[config.mk]
export PLATFORM = sky130hd
export DESIGN_NAME = mem_port_arbiter
export DESIGN_NICKNAME = d
export VERILOG_FILES = /design/src/rtl/mem_port_arbiter.sv
export SDC_FILE = /design/constraint.sdc
export NUM_CORES = 1
export LEC_CHECK = 0
export CORE_AREA = 2 2 116 118
export CTS_CLUSTER_DIAMETER = 60
export CTS_CLUSTER_SIZE = 24
export DETAILED_ROUTE_END_ITERATION = 10
export DIE_AREA = 0 0 118 120
export DONT_BUFFER_PORTS = 1
export MAX_ROUTING_LAYER = met4
export PLACE_DENSITY_LB_ADDON = 0.15
export RECOVER_POWER = 25
export SYNTH_ARGS = -nofsm -noshare
export SYNTH_HDL_FRONTEND = slang
export SYNTH_SLANG_ARGS = --single-unit
[constraint.sdc]
create_clock -name clk -period 1.55 [get_ports clk]
set_input_delay 0.31 -clock clk [delete_from_list [all_inputs] [get_ports clk]]
set_output_delay 0.31 -clock clk [all_outputs]
set_load 0.02 [all_outputs]
[src/rtl/mem_port_arbiter.sv]
// mem_port_arbiter
//
// Shares the single unified instruction/data memory port between the CPU and
// a DMA/loader master. The CPU wins by default. A starvation counter makes sure
// a waiting DMA master gets a grant at least once every MAX_HOLD+1 grants.
// Each access runs a fixed four-state sequence that fits a synchronous-read
// memory:
//   IDLE   -> pick a winner and latch its request into the mem_* registers
//   ACCESS -> mem_en is high; mem_we is the latched write flag
//   RESP   -> mem_rdata is valid and is captured for reads
//   DONE   -> the owner's ack is high for this one cycle
//
// Ports
//   clk, reset                  clock and synchronous active-high reset
//   cpu_req/we/addr/wdata       CPU request; held stable until cpu_ack
//   cpu_ack, cpu_rdata          CPU completion pulse and held read data
//   dma_req/we/addr/wdata       DMA request; held stable until dma_ack
//   dma_ack, dma_rdata          DMA completion pulse and held read data
//   mem_en/we/addr/wdata        registered memory port controls
//   mem_rdata                   memory read data, valid one cycle after mem_en
//   busy                        high whenever the sequencer is not in IDLE
//   owner                       current or last grantee (0 = CPU, 1 = DMA)
module mem_port_arbiter #(
  parameter int AW       = 32,
  parameter int DW       = 32,
  parameter int MAX_HOLD = 4
) (
  input  logic          clk,
  input  logic          reset,
  input  logic          cpu_req,
  input  logic          cpu_we,
  input  logic [AW-1:0] cpu_addr,
  input  logic [DW-1:0] cpu_wdata,
  output logic          cpu_ack,
  output logic [DW-1:0] cpu_rdata,
  input  logic          dma_req,
  input  logic          dma_we,
  input  logic [AW-1:0] dma_addr,
  input  logic [DW-1:0] dma_wdata,
  output logic          dma_ack,
  output logic [DW-1:0] dma_rdata,
  output logic          mem_en,
  output logic          mem_we,
  output logic [AW-1:0] mem_addr,
  output logic [DW-1:0] mem_wdata,
  input  logic [DW-1:0] mem_rdata,
  output logic          busy,
  output logic          owner
);

  typedef enum logic [1:0] {
    IDLE   = 2'd0,
    ACCESS = 2'd1,
    RESP   = 2'd2,
    DONE   = 2'd3
  } state_t;

  localparam logic [3:0] HOLD_LIMIT = 4'(MAX_HOLD);

  state_t     state;
  logic [3:0] streak;    // consecutive CPU grants taken while DMA was waiting
  logic       is_write;  // latched we of the access in flight
  logic       pick_dma;

  // DMA wins when it is alone, or when the CPU has used up its hold allowance.
  always_comb begin
    pick_dma = dma_req && (!cpu_req || (streak == HOLD_LIMIT));
  end

  assign busy = (state != IDLE);

  // NOTE: every register here is assigned with <= so that all of them see the
  // values from before the clock edge; blocking assignments would make the
  // result depend on statement order.
  always_ff @(posedge clk) begin
    if (reset) begin
      state     <= IDLE;
      streak    <= '0;
      is_write  <= 1'b0;
      owner     <= 1'b0;
      cpu_ack   <= 1'b0;
      dma_ack   <= 1'b0;
      cpu_rdata <= '0;
      dma_rdata <= '0;
      mem_en    <= 1'b0;
      mem_we    <= 1'b0;
      mem_addr  <= '0;
      mem_wdata <= '0;
    end else begin
      // Pulses default low so each is high for exactly one state.
      cpu_ack <= 1'b0;
      dma_ack <= 1'b0;
      mem_en  <= 1'b0;
      mem_we  <= 1'b0;

      case (state)
        IDLE: begin
          if (cpu_req || dma_req) begin
            state  <= ACCESS;
            owner  <= pick_dma;
            mem_en <= 1'b1;
            if (pick_dma) begin
              mem_we    <= dma_we;
              is_write  <= dma_we;
              mem_addr  <= dma_addr;
              mem_wdata <= dma_wdata;
              streak    <= '0;
            end else begin
              mem_we    <= cpu_we;
              is_write  <= cpu_we;
              mem_addr  <= cpu_addr;
              mem_wdata <= cpu_wdata;
              // The streak only grows while DMA is actually left waiting.
              if (!dma_req) begin
                streak <= '0;
              end else if (streak != 4'hF) begin
                streak <= streak + 4'd1;
              end
            end
          end
        end

        ACCESS: state <= RESP;

        RESP: begin
          // Capture read data and raise ack here so both show up in DONE.
          if (!is_write) begin
            if (owner) dma_rdata <= mem_rdata;
            else       cpu_rdata <= mem_rdata;
          end
          if (owner) dma_ack <= 1'b1;
          else       cpu_ack <= 1'b1;
          state <= DONE;
        end

        DONE: state <= IDLE;

        default: state <= IDLE;
      endcase
    end
  end

endmodule

==> results.toml <==
[status]
status = "complete, but fails checks"
violations = "negative hold slack"

[sta]
slew_headroom_pct = 77.1
period_share_pct = 97.6
fin_hold_ws_ns = -0.0402
fin_skew_ns = 0.0112
fmax_ghz = 0.661
finalSetupViolCount = 0
worst_slew_pin_slew_ns = 0.341
rsz0062_at_grt = "true"
slew_viol_final = 0
min_period_ns = 1.51
final_hold_viol_count = 23

[layout]
fin_cells = 892
stdcell_area_um2 = 7120
drive_gt1_share_pct = 12.7
fillers = 1182
syn2layout_area_growth_pct = 18.9
regArea_um2 = 2810
fin_nets = 874
diodes = 0
multiInputGateArea_um2 = 2860

[worst_setup_path]
worst-path-buf-inv = 3
slowest_stage = "dfxtp_2"
required_ns = 1.86
crit_chain = "inv_2 > ha_4 > and3b_4 > buf_12 > clkbuf_16 > o211ai_1 > a311oi_1"
worstPathMaxFanout = 9
max_stage_delay_ns = 0.32
crit_type = "register to register"
cp-start-kind = "register"
endpoint_kind = "register"
arrival_ns = 1.83
cp_top_family = "buffers and inverters"

[floorplan]
dieArea_um2 = 14200
core-area_um2 = 13000
rows = 42
initial_core_util_pct = 46.1
io-pin-count = 300
die_h_um = 120
die_width_um = 118

[placed_design]
placedCellCount = 846
dpl_cell_area_um2 = 6180
dp_hpwl_mm = 11.2
io_buffer_count = 0
routabilityCongestion = 0.786

[global_route]
overflow = 0
grt_max_degree = 142
grtUsageTotal_pct = 23.2
antenna_found_initial = 0
grt_pass1_vias = 5011
grt_pass1_wl_mm = 25.6

[synthesis]
ys_warn_count = 0
yosysSeqAreaShare_pct = 46.8
syn_nets = 897
netlist_instances = 726
synthTopCellsByArea = "dfxtp_1, a311oi_1, nand2_1"
synth_top_area_cell = "dfxtp_1"
syn_area_per_cell_um2 = 8.24
synth_top_area_share_pct = 46.8
ys_ff_latch = 140
synthDistinctLibCells = 34
synth_area_um2 = 5990

[power]
finalPower_mw = 13.0
ir_drop_mv = 1.01
cellPowerDensity_nw_per_um2 = 1830
leakage_nw = 2.46

[run]
max-cap-violations = 0

[detailed_routing]
drt_pre_antenna_iters = 5
via_per_inst = 6.15
antenna_left = 0
wl_per_cell_um = 19.8
dr.first_iter.drc_count = 436
drc = 0
routed_wl_mm = 17.7
dr_total_vias = 5490

[clock_network]
ctsHoldBuffers = 1
cts_buffer_depth = 2
clk_pin_slew_ns = 0.06
cts_sinks = 140
clkLatencyLatePin_ns = 0.41
cts_tree = "done"
cts_root_buf = "clkbuf_16"
numCtsBuffers = 17
cts_max_level = 4

[min_path]
hold_class = "input pin to register"
==> synth_stat cells (all sizes together) <==
cell type / instances
nand3: 66
a311oi: 65
nor2: 69
a31oi: 1
nand2: 132
nor3b: 2
a211o: 1
a211oi: 2
nand4b: 1
a22oi: 1
o21a: 1
nand2b: 3
a311o: 1
dfxtp: 140
a21boi: 1
ha: 5
or4: 1
and3b: 3
or4b: 1
nand4bb: 1
and3: 1
o21ai: 1
clkbuf: 44
or3b: 2
buf: 37
o211ai: 66
nand3b: 1
mux2i: 3
inv: 7
a21oi: 67
==> cell families (layout without fill, tap and decap cells) <==
family / count (synthesis) / after routing / synth area share, %
compound gates: 207 / 207 / 24.6
fa+ha+maj: 5 / 5 / 1.05
buf+inv: 88 / 77 / 6.75
flops: 140 / 140 / 46.8
mux: 3 / 3 / 0.502
simple gates: 283 / 284 / 20.3
==> worst paths after layout <==
check / to / start / slack [ns] / cells past startpoint
worst max-delay path: mem_addr[12] / streak[1] / 0.04 / 7
worst min register to register: state[0] / state[0] / 0.53 / 2
worst max register to register: mem_addr[12] / streak[1] / 0.04 / 7
worst min-delay path: mem_wdata[18] / reset / -0.04 / 1
==> stage by stage <==
| stage | setup slack, ns | hold WS, ns | util, % | setup TNS (ns) |
|---|---|---|---|---|
| final | 0.0373 | -0.0402 | 54.8 | 0 |
| after global placement | 0.0619 | 0.396 | 47.6 | 0 |
| after CTS | -0.00236 | -0.0438 | 52.5 | -0.00236 |
| after detailed placement | -0.0465 | 0.397 | 47.6 | -0.0895 |
| after global routing | -0.0493 | -0.0514 | 54.8 | -0.620 |
| after floorplan | -0.0165 | 0.446 | - | -0.495 |
==> where the power goes <==
group | internal [mW] | leakage [nW] | switching, mW
sequential | 4.45 | 1.15 | 1.61
clock | 2.49 | 0.293 | 1.63
combinational | 1.24 | 1.02 | 1.62
total | 8.18 | 2.46 | 4.85
==> sequential cells by signal, summed over array words and instances (netlist names) <==
name / cells
cpu_rdata: 32
dma_rdata: 32
mem_addr: 32
mem_wdata: 32
streak: 4
state: 2
cpu_ack: 1
dma_ack: 1
is_write: 1
mem_en: 1
mem_we: 1
owner: 1
==> cell usage in the layout (no fill, tap or decap), types with 2 or more instances in the layout <==
cell	n
dfxtp_1	137
nand2_1	132
nor2_1	69
a21oi_1	67
nand3_1	66
o211ai_1	66
a311oi_1	62
clkbuf_16	24
buf_4	14
buf_12	13
inv_2	5
clkinv_4	5
clkinvlp_4	3
and3b_1	3
a311oi_2	3
mux2i_1	3
inv_6	3
dfxtp_2	3
nand2b_1	2
ha_4	2
ha_1	2
bufinv_16	2
clkbuf_8	2
buf_6	2
==> area by class of cell <==
| cell class | instances | share of cell area, % |
|---|---|---|
| sequential | 140 | 39.4 |
| clock buffer | 19 | 6.37 |
| inverter | 7 | 0.422 |
| multi-input combinational | 499 | 40.2 |
| timing repair buffer | 38 | 8.26 |
| tap | 176 | 3.09 |
| clock inverter | 13 | 2.20 |
==> per-layer routing <==
metal / up-vias / routed length [µm] / track usage [%]
met5: - / 0 / -
met4: 0 / 418 / 10.1
met3: 42 / 1550 / 7.27
met2: 273 / 8970 / 39.1
met1: 2590 / 6750 / 25.2
li1: 2585 / - / -
==> repair_timing <==
action	in CTS	in global routing
cloned	0	9
setup buffers	0	5
endpoints found under the setup margin	8	68
endpoints found under the hold margin	135	135
resized for setup	8	13
pin swaps	2	36
(Power assumes the default switching activity.)
